===== config.mk =====
export PLATFORM = sky130hd
export DESIGN_NAME = load_store_unit
export DESIGN_NICKNAME = d
export VERILOG_FILES = /design/src/rtl/load_store_unit.sv
export SDC_FILE = /design/constraint.sdc
export NUM_CORES = 1
export LEC_CHECK = 0
export BUFFER_PORTS_ARGS = -buffer_cell sky130_fd_sc_hd__buf_2
export CORE_MARGIN = 2
export CORE_UTILIZATION = 56
export DETAILED_ROUTE_END_ITERATION = 16
export MAX_ROUTING_LAYER = met4
export PLACE_DENSITY = 0.86
export SLEW_MARGIN = 10
export SYNTH_ARGS = -nofsm -noshare
export SYNTH_HDL_FRONTEND = slang
export SYNTH_SLANG_ARGS = --single-unit

===== constraint.sdc =====
create_clock -name clk -period 6.43 [get_ports clk]
set_clock_uncertainty 0.05 [all_clocks]
set_input_delay 0.9645 -clock clk [delete_from_list [all_inputs] [get_ports clk]]
set_output_delay 0.9645 -clock clk [all_outputs]
set_load 0.005 [all_outputs]

===== src/rtl/load_store_unit.sv =====
// load_store_unit: sequential byte/half/word load-store front end for a word-only data memory
module load_store_unit #(
  parameter int ADDR_W = 32
) (
  input  logic              clk,
  input  logic              rst,
  input  logic              req,
  input  logic              is_store,
  input  logic [2:0]        funct3,
  input  logic [ADDR_W-1:0] addr,
  input  logic [31:0]       wdata,
  output logic              busy,
  output logic              done,
  output logic              fault,
  output logic [31:0]       rdata,
  output logic [ADDR_W-1:0] mem_address,
  output logic [31:0]       mem_write_data,
  output logic              mem_read,
  output logic              mem_write,
  input  logic [31:0]       mem_read_data
);
  localparam logic [2:0] IDLE   = 3'd0;
  localparam logic [2:0] LOAD   = 3'd1;
  localparam logic [2:0] RMW_RD = 3'd2;
  localparam logic [2:0] WRITE  = 3'd3;
  localparam logic [2:0] RESP   = 3'd4;
  localparam logic [2:0] FAULT  = 3'd5;
  logic [2:0]        state, next_state;
  logic [2:0]        funct3_q;
  logic [ADDR_W-1:0] addr_q;
  logic [31:0]       wdata_q, merge_q;
  logic              illegal, misaligned;
  logic [31:0]       shifted, load_val, mask, sdata, merged;
  always_comb begin
    illegal    = is_store ? (funct3[2] || funct3[1:0] == 2'b11)
                          : (funct3 == 3'b011 || funct3[2:1] == 2'b11);
    misaligned = (funct3[1:0] == 2'b01 && addr[0]) || (funct3[1:0] == 2'b10 && addr[1:0] != 2'b00);
    next_state = (state == IDLE) ? (!req ? IDLE :
                                    (illegal || misaligned) ? FAULT :
                                    !is_store ? LOAD :
                                    funct3[1] ? WRITE : RMW_RD) :
                 (state == LOAD || state == WRITE) ? RESP :
                 (state == RMW_RD) ? WRITE : IDLE;
  end
  // Halfword requests are always half-aligned here, so one lane shift serves both sizes
  always_comb begin
    shifted  = mem_read_data >> {addr_q[1:0], 3'b000};
    load_val = funct3_q[1] ? mem_read_data :
               funct3_q[0] ? {{16{~funct3_q[2] & shifted[15]}}, shifted[15:0]} :
                             {{24{~funct3_q[2] & shifted[7]}}, shifted[7:0]};
    mask     = funct3_q[1] ? 32'hFFFF_FFFF :
               funct3_q[0] ? 32'h0000_FFFF << {addr_q[1], 4'b0000} :
                             32'h0000_00FF << {addr_q[1:0], 3'b000};
    sdata    = funct3_q[1] ? wdata_q :
               funct3_q[0] ? {2{wdata_q[15:0]}} : {4{wdata_q[7:0]}};
    merged   = (merge_q & ~mask) | (sdata & mask);
  end
  always_ff @(posedge clk or posedge rst) begin
    if (rst) begin
      state    <= IDLE;
      funct3_q <= '0;
      addr_q   <= '0;
      wdata_q  <= '0;
      merge_q  <= '0;
      rdata    <= '0;
    end else begin
      state <= next_state;
      if (state == IDLE && req) begin
        funct3_q <= funct3;
        addr_q   <= addr;
        wdata_q  <= wdata;
      end
      if (state == LOAD) rdata <= load_val;
      if (state == RMW_RD) merge_q <= mem_read_data;
    end
  end
  assign busy           = state != IDLE;
  assign done           = state == RESP || state == FAULT;
  assign fault          = state == FAULT;
  assign mem_read       = state == LOAD || state == RMW_RD;
  assign mem_write      = state == WRITE;
  assign mem_write_data = mem_write ? merged : 32'h0;
  assign mem_address    = {addr_q[ADDR_W-1:2], 2'b00};
endmodule


Word-level counts from Yosys, hierarchy flattened
Index checks and enable logic that the tools add are counted.
- divide/modulo/power cells: 0
- $lt $le $gt $ge: 0
- reduce and logical (&&, ||, !) cells: 13
- eq/ne operators: 10
- shifts and indexed selects: 3
- add/sub/neg operators: 0
- muxes and demuxes: 15
- $mul: 0
- bitwise operators: 7
- operators with widths (cell ; number):
    2-to-1 mux 32 bit ; 7
    AND 32 bit ; 2
    inverter 32 bit ; 1
    OR 32 bit ; 1
    left shift 16 x 5 -> 32 bit (first input constant) ; 1
    left shift 8 x 5 -> 32 bit (first input constant) ; 1
    >> shifter 32 x 5 -> 16 bit ; 1
    2-to-1 mux 3 bit ; 4
    == test 3 x 2 -> 1 bit (second input constant) ; 3
    logical OR 1 bit ; 7
    == test 2 bit (second input constant) ; 3
    == test 3 bit (second input constant) ; 2
    2-to-1 mux 2 bit ; 2
    == test 3 x 1 -> 1 bit (second input constant) ; 1
    logical AND 1 bit ; 3
    logical NOT 3 bit ; 1
    nonzero test 3 bit ; 1
    AND 1 bit ; 2
    == test 2 x 1 -> 1 bit (second input constant) ; 1
    2-to-1 mux 1 bit ; 2
    nonzero test 2 bit ; 1
    inverter 1 bit ; 1
- output and inout port bits: 101
- flip-flop bits (word level): 134
- memories kept: 0
- memory bits (writable): 0
- latch bits: 0
- word-level logic and storage cells: 54
- bits in read-only memories: 0

Longest topological paths before layout
Gate-level depths: netlist of the first run.
- depth after elaboration: 7
- depth in mapped cells: 8
- depth with buffers taken out: 5

Worst setup path before layout of the first run
Ideal clock, no wire load.
- path kind: register -> output
- start point: register addr_q[1]
- end point: output port mem_write_data[11]
- required time: 5.415 ns
- arrival: 1.401 ns
- slack: 4.015 ns
- stages on the path, launching flop included: 8
- buffers on the path: 3
- cells stage by stage: dfrtp_1 buf_6 o21ba_1 buf_4 or2_1 buf_4 nor2_1 a2111oi_2
- longest elaborated chain between the ends: 7
- RTL lines (element ; RTL line ; RTL):
    start: declaration ; 30 ; logic [ADDR_W-1:0] addr_q;
    start signal: assignment ; 70 ; addr_q <= addr;
    left shift 16 x 5 -> 32 bit or left shift 8 x 5 -> 32 bit (tied branches) ; 52, 53 ;
    2-to-1 mux 32 bit (*) ; 52 ; funct3_q[0] ? 32'h0000_FFFF << {addr_q[1], 4'b0000} :
    2-to-1 mux 32 bit (*) ; 51 ; mask = funct3_q[1] ? 32'hFFFF_FFFF :
    inverter 32 bit ; 56 ; merged = (merge_q & ~mask) | (sdata & mask);
    AND 32 bit ; 56 ;
    OR 32 bit (*) ; 56 ;
    2-to-1 mux 32 bit (*) ; 82 ; assign mem_write_data = mem_write ? merged : 32'h0;
    end: declaration ; 17 ; output logic [31:0] mem_write_data,
Every way passes the cells marked *; elsewhere a longest branch is shown, timed or not.

Worst setup path in the final report of the first run
- start point: register state[2]
- end point: output port mem_write_data[15]
- longest elaborated chain between the ends: 2
- RTL lines (element ; RTL line ; RTL):
    start: declaration ; 28 ; logic [2:0] state, next_state;
    start signal: assignment ; 67 ; state <= next_state;
    == test 3 x 2 -> 1 bit ; 81 ; assign mem_write = state == WRITE;
    2-to-1 mux 32 bit ; 82 ;
Every way passes these cells.

==> impl_metrics.csv, run 1 <==
group,metric,value,unit
worst_setup_path,required,5.42,ns
cts,hold_buffers,0,
cts,numCtsBuffers,17,
place,hpwl,13.3,mm
sta,setup_viol_count_final,0,
layout,drive_gt1_share,27.5,%
floorplanning,start_util,57.1,%
synthesis,async_flop_share,100,%
layout,fin_cells,1097,
layout,area_delta_synth_final,19.2,%
sta,final_max_slew_viol_count,0,
route,drt_iter0_drc,478,
sta,relSlewSlack,23.4,%
layout,nets,1039,
synthesis,yosysWarnings,0,
place,routabilityCongestion,0.932,
cts,cts.root.buffer_cell,"clkbuf_16",
worst_setup_path,cp-start-kind,"flip-flop",
global_routing,grt_max_degree,72,
sta,fin_ws,2.53,ns
sta,tightest_slew,1.15,ns
route,wl,19.1,mm
cts,clk_pin_slew,0.05,ns
cts,clock_tree.buffer_depth,2,
global_routing,grt_pass1_wl,30.3,mm
synthesis,synth.top_cell.area_share,49.1,%
route,wl_per_cell,17.4,µm
synthesis,synth-edff-count,0,
synthesis,ys_types,49,
worst_hold_path,hold_path_class,"flip-flop to flip-flop",
cts,clkLatencyLatePin,0.41,ns
global_routing,grtUsageTotal,31.2,%
place,place_inst,1064,
floorplanning,core,0.0120,mm²
synthesis,yosysMostFrequentCell,"nand2_1",
place,io_buffers,201,
synthesis,ys_ff_latch,134,
cts,cts-resized-gates,0,
synthesis,syn-cell-area,0.00684,mm²
power_and_ir_drop,powerDensity,508,mW/mm²
route,via_per_inst,5.58,
floorplanning,dieArea,0.0131,mm²
route,drc_errors,0,
worst_setup_path,arrival,2.89,ns
synthesis,synth_flop_cell,"dfrtp_1",
power_and_ir_drop,peakVddDrop,367,µV
sta,fin_crit_sh,60.7,%
global_routing,grt_pass1_vias,5948,
floorplanning,die_w,114,µm
sta,hold_ws,0.421,ns
sta,max_freq,256,MHz
synthesis,synth_top_cell_by_area,"dfrtp_1",
power_and_ir_drop,power_leakage,0.00434,µW
worst_setup_path,crit_type,"flip-flop to primary output",
sta,finalCriticalPeriod,3.90,ns
global_routing,grt_overflow_total,0,
cts,cts_sinks,134,
synthesis,yosys-top-cells-area,"dfrtp_1 49%, nand2_1 18%, buf_4 4.5%",
cts,h-tree-depth,4,
cts,cts_setup_buffers,0,
worst_setup_path,endpoint_kind,"primary output",
sta,tns,0,ns
global_routing,antenna_found_initial,1,
route,dr_total_vias,6121,
floorplanning,die-height,114,µm
place,pre_cts_ws,3.10,ns
synthesis,ys_seq_area_share,49.1,%
floorplanning,rows,40,
floorplanning,io_pins,204,
worst_setup_path,cp_max_fo,21,
sta,hold_viol,0,
synthesis,postSynthAreaPerCell,8.58,µm²
sta,rsz0062_at_grt,"false",
run_status,status,"finished, final reports clean",
synthesis,syn_inst,797,
route,drtPass1Iterations,7,
flow_run,drv_cap,0,
route,ant_nets,0,
synthesis,yosys-top-cells-count,"328 x nand2_1, 134 x dfrtp_1, 43 x nor2_1",
cts,tritoncts,"done",
-- critical path, cell delays in order (launching register included) --
cell and delay [ns]:
dfrtp_1 0.47, nor2b_1 0.21, nand2_1 0.55, inv_1 0.55, o21ai_0 0.20, a211oi_1 0.32, buf_2 0.17
-- worst paths after layout --
path	startpoint	end	slack, ns	cells past startpoint
min reg2reg	wdata_q[21]	wdata_q[21]	0.42	2
max in group asynchronous	rst	wdata_q[21]	4.25	3
min in group asynchronous	rst	addr_q[27]	0.66	2
max	state[2]	mem_write_data[15]	2.53	6
max reg2reg	addr_q[1]	rdata[26]	3.90	4
min	wdata_q[21]	wdata_q[21]	0.42	2
-- power by group --
| part | total [µW] | internal [µW] | switching [µW] |
|---|---|---|---|
| combinational | 1540 | 620 | 919 |
| clock | 978 | 627 | 350 |
| sequential | 1630 | 1250 | 372 |
-- registers in the layout, indices dropped and copies added (netlist names) --
signal and count:
funct3_q 3, merge_q 32, rdata 32, wdata_q 32
addr_q 32, state 3
-- cells in the final DEF (no fill, tap or decap), types with 2 or more instances in the layout --
cell type	synthesis	layout
clkbuf_8	0	2
nand3_2	10	10
clkinv_2	0	4
conb_1	1	2
clkinvlp_4	0	2
o221ai_1	3	3
o21ai_0	19	19
buf_4	41	5
a21oi_1	3	3
nand2_1	328	327
nand2b_1	5	5
o21a_1	4	4
buf_2	18	201
nor3b_1	8	8
a211oi_1	33	33
nand3_1	22	22
nor3_1	2	2
clkbuf_1	22	4
a2bb2oi_1	7	7
or2_1	2	2
o22ai_1	8	8
dfrtp_1	134	133
bufinv_16	0	3
o2bb2ai_1	7	7
mux2i_1	24	24
clkbuf_16	0	17
a2111oi_2	4	4
nor2_1	43	43
nor2b_1	14	14
inv_1	7	6
-- routing by layer --
layer  vias up  global-route usage, %  share of wire (%)
li1       2871                      -                  -
met4         0                   11.8                2.5
met5         -                      -                  0
met3        45                   6.09                8.4
met2       314                   48.1                 48
met1      2891                   41.1                 41
-- kinds of logic (layout without fill, tap and decap cells) --
group	after synthesis	count (layout)	share of synthesized area [%]
multiplexers	26	26	4.01
buffers and inverters	94	245	8.02
other	1	3	0.0549
flip-flops	134	134	49.1
AND/OR/NAND/NOR	444	444	27.7
AO/OA/AOI/OAI	98	98	11.1
-- area by class of cell --
cell class	instances	area, µm²
multi-input combinational	570	2940
fill	962	3810
clock inverter	9	125
inverter	7	28.8
timing repair buffer	206	1040
clock buffer	23	468
antenna	1	2.50
tap	147	184
sequential	134	3350
-- per-stage QoR --
stage	power, µW	util (%)	area (µm²)
floorplan	2760	-	6840
global placement	3090	63.1	7550
detailed placement	3150	63.1	7550
CTS	4140	68.1	8150
global route	4440	68.1	8150
finish	4140	68.1	8150
Power figures use the tool's default switching activity.
==> run 2, diff against run 1 <==
--- a/config.mk
+++ b/config.mk
@@ -7,10 +7,10 @@
 export LEC_CHECK = 0
 export BUFFER_PORTS_ARGS = -buffer_cell sky130_fd_sc_hd__buf_2
 export CORE_MARGIN = 2
-export CORE_UTILIZATION = 56
+export CORE_UTILIZATION = 47
 export DETAILED_ROUTE_END_ITERATION = 16
 export MAX_ROUTING_LAYER = met4
-export PLACE_DENSITY = 0.86
+export PLACE_DENSITY = 0.77
 export SLEW_MARGIN = 10
 export SYNTH_ARGS = -nofsm -noshare
 export SYNTH_HDL_FRONTEND = slang
==> constraint.sdc (replaced) <==
create_clock -name clk -period 3.25 [get_ports clk]
set_clock_uncertainty 0.05 [all_clocks]
set_input_delay 0.4875 -clock clk [delete_from_list [all_inputs] [get_ports clk]]
set_output_delay 0.4875 -clock clk [all_outputs]
set_load 0.005 [all_outputs]
==> impl_metrics.csv, run 2 (synthesized netlist as in run 1, its figures left out) <==
group,metric,value,unit
power_and_ir_drop,power_leakage,0.00443,µW
layout,nets,1049,
worst_setup_path,required,2.71,ns
worst_setup_path,slowest_delay,0.56,ns
floorplanning,rows,44,
route,wl_per_cell,17.3,µm
global_routing,grt_pass1_wl,31.5,mm
layout,layout_common_cells,"327 x nand2_1, 201 x buf_2, 132 x dfrtp_1, 43 x nor2_1, 33 x a211oi_1",
worst_setup_path,cp-start-kind,"flip-flop",
floorplanning,die_w,125,µm
floorplanning,core,0.0144,mm²
sta,fin_crit_sh,88.4,%
sta,rsz0062_at_grt,"false",
worst_setup_path,endpoint_kind,"primary output",
route,dr_total_vias,6090,
worst_setup_path,reg2reg_depth,6,
cts,cts.root.buffer_cell,"clkbuf_16",
floorplanning,die-height,125,µm
sta,final_max_slew_viol_count,0,
route,wl,19.8,mm
worst_hold_path,hold_path_class,"input port to flip-flop",
sta,tightest_slew,1.06,ns
route,drtPass1Iterations,7,
worst_setup_path,path_cells,"o21ba_1 -> or2_1 -> nor2_1 -> a2111oi_2 -> buf_2",
cts,clk_pin_slew,0.06,ns
global_routing,grtUsageTotal,26.5,%
sta,fin_ws,0.376,ns
sta,tns,0,ns
global_routing,grt_max_degree,62,
worst_hold_path,min_path_cells,3,
worst_setup_path,cp_max_fo,20,
worst_setup_path,crit_type,"flip-flop to primary output",
route,via_per_inst,5.30,
cts,cts_sinks,134,
place,pre_cts_ws,0.653,ns
sta,finalCriticalPeriod,2.87,ns
cts,h-tree-depth,4,
place,io_buffers,201,
power_and_ir_drop,powerDensity,1010,mW/mm²
cts,clock_tree.buffer_depth,2,
floorplanning,start_util,47.6,%
global_routing,grt_pass1_vias,6032,
floorplanning,io_pins,204,
worst_setup_path,arrival,2.34,ns
sta,max_freq,348,MHz
layout,final_common_cell,"nand2_1",
sta,hold_viol,0,
worst_setup_path,cp_top_family,"compound AO/OA/AOI/OAI gates",
global_routing,antenna_found_initial,3,
worst_setup_path,critPathBufInv,1,
flow_run,drv_cap,0,
layout,area_delta_synth_final,22.7,%
route,ant_nets,0,
layout,fillCellCount,1302,
worst_setup_path,worstSetupPathDepth,5,
power_and_ir_drop,peakVddDrop,492,µV
cts,tritoncts,"done",
layout,drive_gt1_share,28.5,%
layout,multi_input_area,0.00294,mm²
place,hpwl,14.2,mm
layout,regArea,0.00336,mm²
sta,setup_viol_count_final,0,
global_routing,grt_overflow_total,0,
run_status,status,"finished, final reports clean",
cts,hold_buffers,0,
worst_setup_path,cp_slowest_cell,"dfrtp_2",
sta,relSlewSlack,29.0,%
cts,clkLatencyLatePin,0.41,ns
floorplanning,dieArea,0.0155,mm²
route,drt_iter0_drc,448,
place,routabilityCongestion,0.923,
route,drc_errors,0,
cts,numCtsBuffers,17,
[run 2: repair_timing]
action | CTS | global route
resized for setup | 0 | 1
buffers inserted | 0 | 0
setup endpoints to repair | 0 | 2
[run 2: through the flow]
| stage | cell area (µm²) | utilization, % | hold WS (ns) | power [µW] | cells |
|---|---|---|---|---|---|
| final | 8390 | 58.4 | 0.209 | 8470 | 1148 |
| after global routing | 8380 | 58.3 | 0.203 | 9050 | 1146 |
| after CTS | 8370 | 58.3 | 0.197 | 8480 | 1143 |
| after detailed placement | 7710 | 53.7 | 0.407 | 6310 | 1111 |
| after global placement | 7710 | 53.7 | 0.404 | 6230 | 1111 |
| after floorplan | 6840 | - | 0.390 | 5460 | 798 |
[run 2: final timing paths]
path	from	endpoint	slack, ns
setup / recovery	funct3_q[0]	mem_write_data[12]	0.38
hold / removal	addr[26]	addr_q[26]	0.21
setup reg to reg	addr_q[1]	rdata[18]	1.09
hold reg to reg	addr_q[6]	addr_q[6]	0.42
max in group asynchronous	rst	merge_q[25]	2.14
min in group asynchronous	rst	addr_q[10]	0.26
[run 2: cell type report]
type | instances | share of cell area [%]
antenna | 5 | 0.149
clock buffer | 24 | 5.86
clock inverter | 8 | 2.00
inverter | 7 | 0.358
multi-input combinational | 570 | 35.1
sequential | 134 | 40.0
tap | 184 | 2.75
timing repair buffer | 216 | 13.8
[run 2: layer usage]
| metal | up-vias | wire, µm | global-route usage (%) |
|---|---|---|---|
| met5 | - | 0 | - |
| met1 | 2894 | 8280 | 33.4 |
| met3 | 33 | 1600 | 7.69 |
| met4 | 0 | 363 | 7.34 |
| met2 | 263 | 9560 | 42.1 |
| li1 | 2900 | - | - |
[run 2: tightest hold or removal path, delay by kind of cell]
| family | cells | cell delay (ns) |
|---|---|---|
| AND/OR/NAND/NOR | 2 | 0.08 |
| buffers and inverters | 1 | 0.07 |
[run 2: power breakdown]
part	internal [µW]	leakage, µW	switching [µW]
registers	2490	0.00163	669
clock network	1440	0.000320	715
logic	1270	0.00248	1890
total	5200	0.00443	3270
==> run 3, diff against run 2 <==
--- a/config.mk
+++ b/config.mk
@@ -7,10 +7,11 @@
 export LEC_CHECK = 0
 export BUFFER_PORTS_ARGS = -buffer_cell sky130_fd_sc_hd__buf_2
 export CORE_MARGIN = 2
-export CORE_UTILIZATION = 47
+export CORE_UTILIZATION = 52
+export CTS_BUF_LIST = sky130_fd_sc_hd__clkbuf_16
 export DETAILED_ROUTE_END_ITERATION = 16
 export MAX_ROUTING_LAYER = met4
-export PLACE_DENSITY = 0.77
+export PLACE_DENSITY = 0.8
 export SLEW_MARGIN = 10
 export SYNTH_ARGS = -nofsm -noshare
 export SYNTH_HDL_FRONTEND = slang
==> constraint.sdc (replaced) <==
create_clock -name clk -period 3.1 [get_ports clk]
set_clock_uncertainty 0.05 [all_clocks]
set_input_delay 0.465 -clock clk [delete_from_list [all_inputs] [get_ports clk]]
set_output_delay 0.465 -clock clk [all_outputs]
set_load 0.005 [all_outputs]
==> impl_metrics.csv, run 3 (synthesized netlist as in run 1, its figures left out) <==
group,metric,value,unit
floorplanning,dieArea,0.0141,mm²
worst_hold_path,hold_path_class,"input port to async pin",
worst_setup_path,reg2reg_depth,5,
worst_setup_path,required,2.58,ns
floorplanning,start_util,53.7,%
global_routing,gr-usage-met3,6.71,%
global_routing,antenna_found_initial,1,
worst_setup_path,arrival,2.35,ns
power_and_ir_drop,switching_power,3500,µW
cts,clock_tree.buffer_depth,2,
cts,hold_buffers,0,
worst_setup_path,critPathBufInv,1,
layout,nets,1050,
power_and_ir_drop,intPower,5210,µW
global_routing,grtUsageTotal,29.9,%
place,io_buffers,201,
place,place_inst,1100,
sta,rsz0062_at_grt,"false",
worst_setup_path,crit_path_start,"funct3_q[0]",
global_routing,busiest_layer,"met2",
worst_setup_path,cp_slowest_cell,"a21o_1",
worst_setup_path,slowest_delay,0.54,ns
worst_setup_path,crit_type,"flip-flop to primary output",
route,drtPass1Iterations,5,
cts,numCtsBuffers,17,
layout,fillCellCount,1096,
worst_setup_path,cp_max_fo,16,
worst_setup_path,cp-start-kind,"flip-flop",
route,via_per_inst,5.49,
floorplanning,io_pins,204,
route,dr_total_vias,6224,
cts,clk_pin_slew,0.06,ns
layout,final_common_cell,"nand2_1",
cts,cts_sinks,134,
layout,multi_input_area,0.00294,mm²
cts,clkLatencyLatePin,0.42,ns
worst_setup_path,r2r_start,"addr_q[1]",
global_routing,grt.met1_usage,39.8,%
sta,final_max_slew_viol_count,0,
global_routing,grt_pass1_wl,31.8,mm
route,drt_iter0_drc,725,
power_and_ir_drop,p_sw_share,40.2,%
layout,drive_gt1_share,28.4,%
sta,fin_crit_sh,92.3,%
power_and_ir_drop,pwr-share-comb,38.8,%
global_routing,grt_pass1_vias,6050,
power_and_ir_drop,clkPwrFrac,23.1,%
layout,layout_common_cells,"327 x nand2_1, 201 x buf_2, 132 x dfrtp_1, 43 x nor2_1, 33 x a211oi_1",
power_and_ir_drop,p_seq_share,38.1,%
global_routing,grt_overflow_total,0,
global_routing,grt_max_degree,77,
cts,tritoncts,"done",
floorplanning,rows,41,
route,wl_per_cell,17.5,µm
route,drc_errors,0,
run_status,status,"finished, final reports clean",
layout,area_delta_synth_final,21.2,%
worst_setup_path,setup.worst_path.end,"mem_write_data[20]",
global_routing,met2_usage,46.1,%
worst_setup_path,timing.rr.end,"rdata[30]",
flow_run,drv_cap,0,
cts,h-tree-depth,4,
worst_setup_path,ff2ff_setup_slack,0.79,ns
sta,relSlewSlack,38.6,%
cts,cts.root.buffer_cell,"clkbuf_16",
worst_setup_path,endpoint_kind,"primary output",
place,routabilityCongestion,0.895,
worst_setup_path,worstSetupPathDepth,5,
sta,tightest_slew,0.921,ns
sta,setup_viol_count_final,0,
sta,hold_viol,0,
worst_setup_path,path_cells,"nand2b_1 -> a21o_1 -> nor2_1 -> a211oi_1 -> buf_2",
layout,fin_cells,1133,
floorplanning,die-height,119,µm
sta,finalCriticalPeriod,2.86,ns
sta,max_freq,349,MHz
route,ant_nets,0,
power_and_ir_drop,peakVddDrop,536,µV
sta,tns,0,ns
cts,cts_setup_buffers,0,
cts,cts-resized-gates,0,
route,wl,19.9,mm
power_and_ir_drop,powerDensity,1050,mW/mm²
layout,regArea,0.00336,mm²
worst_setup_path,cp_top_family,"compound AO/OA/AOI/OAI gates",
floorplanning,core,0.0127,mm²
power_and_ir_drop,power_leakage,0.00440,µW
place,hpwl,14.1,mm
floorplanning,die_w,119,µm
run 3: area by class of cell:
cell class / instances / area share (%)
Clock buffer: 17 / 5.13
Multi-Input combinational cell: 570 / 35.5
Timing Repair Buffer: 217 / 13.9
Tap cell: 172 / 2.60
Inverter: 7 / 0.362
Clock inverter: 15 / 1.98
Sequential cell: 134 / 40.5
Antenna cell: 1 / 0.0302
run 3: worst min-delay path by stage:
stage / from / end / slack, ns / cells past startpoint
2_1_floorplan: wdata_q[27] / wdata_q[27] / 0.39 / 2
3_3_place_gp: addr_q[18] / addr_q[18] / 0.40 / 2
3_5_place_dp: addr_q[23] / addr_q[23] / 0.41 / 2
4_1_cts: rst / addr_q[18] / 0.05 / 2
5_1_grt: rst / addr_q[18] / 0.06 / 2
6_report: rst / addr_q[18] / 0.03 / 2
run 3: metal layers:
metal / share of wire, % / vias up
li1: - / 2888
met1: 43 / 2995
met2: 48 / 299
met3: 7.6 / 42
met4: 2.0 / 0
met5: 0 / -
run 3: through the flow:
stage          setup slack [ns]  util (%)  hold WS, ns  instance area [µm²]  total power [µW]
6_report                  0.237      65.1       0.0341                 8290              8710
5_1_grt                   0.109      65.1       0.0648                 8290              9330
4_1_cts                   0.135      65.1       0.0467                 8280              8700
3_5_place_dp              0.601      60.5        0.408                 7690              6660
3_3_place_gp              0.675      60.5        0.403                 7690              6540
2_1_floorplan             0.920         -        0.390                 6840              5720
run 3: worst register-to-register path, cell delays in order (launching register included):
cell and delay (ns):
dfrtp_1 0.37, buf_4 0.27, mux2i_1 0.37, nor3_1 0.12, o31ai_4 0.80, nand3_1 0.16
run 3: power by group through the flow:
stage	Combinational [µW]	Sequential [µW]	Clock (µW)
after CTS	3380	3300	2020
after global placement	3250	3290	0
final	3380	3320	2010
after floorplan	2690	3030	0
after detailed placement	3350	3300	0
after global routing	3790	3430	2110
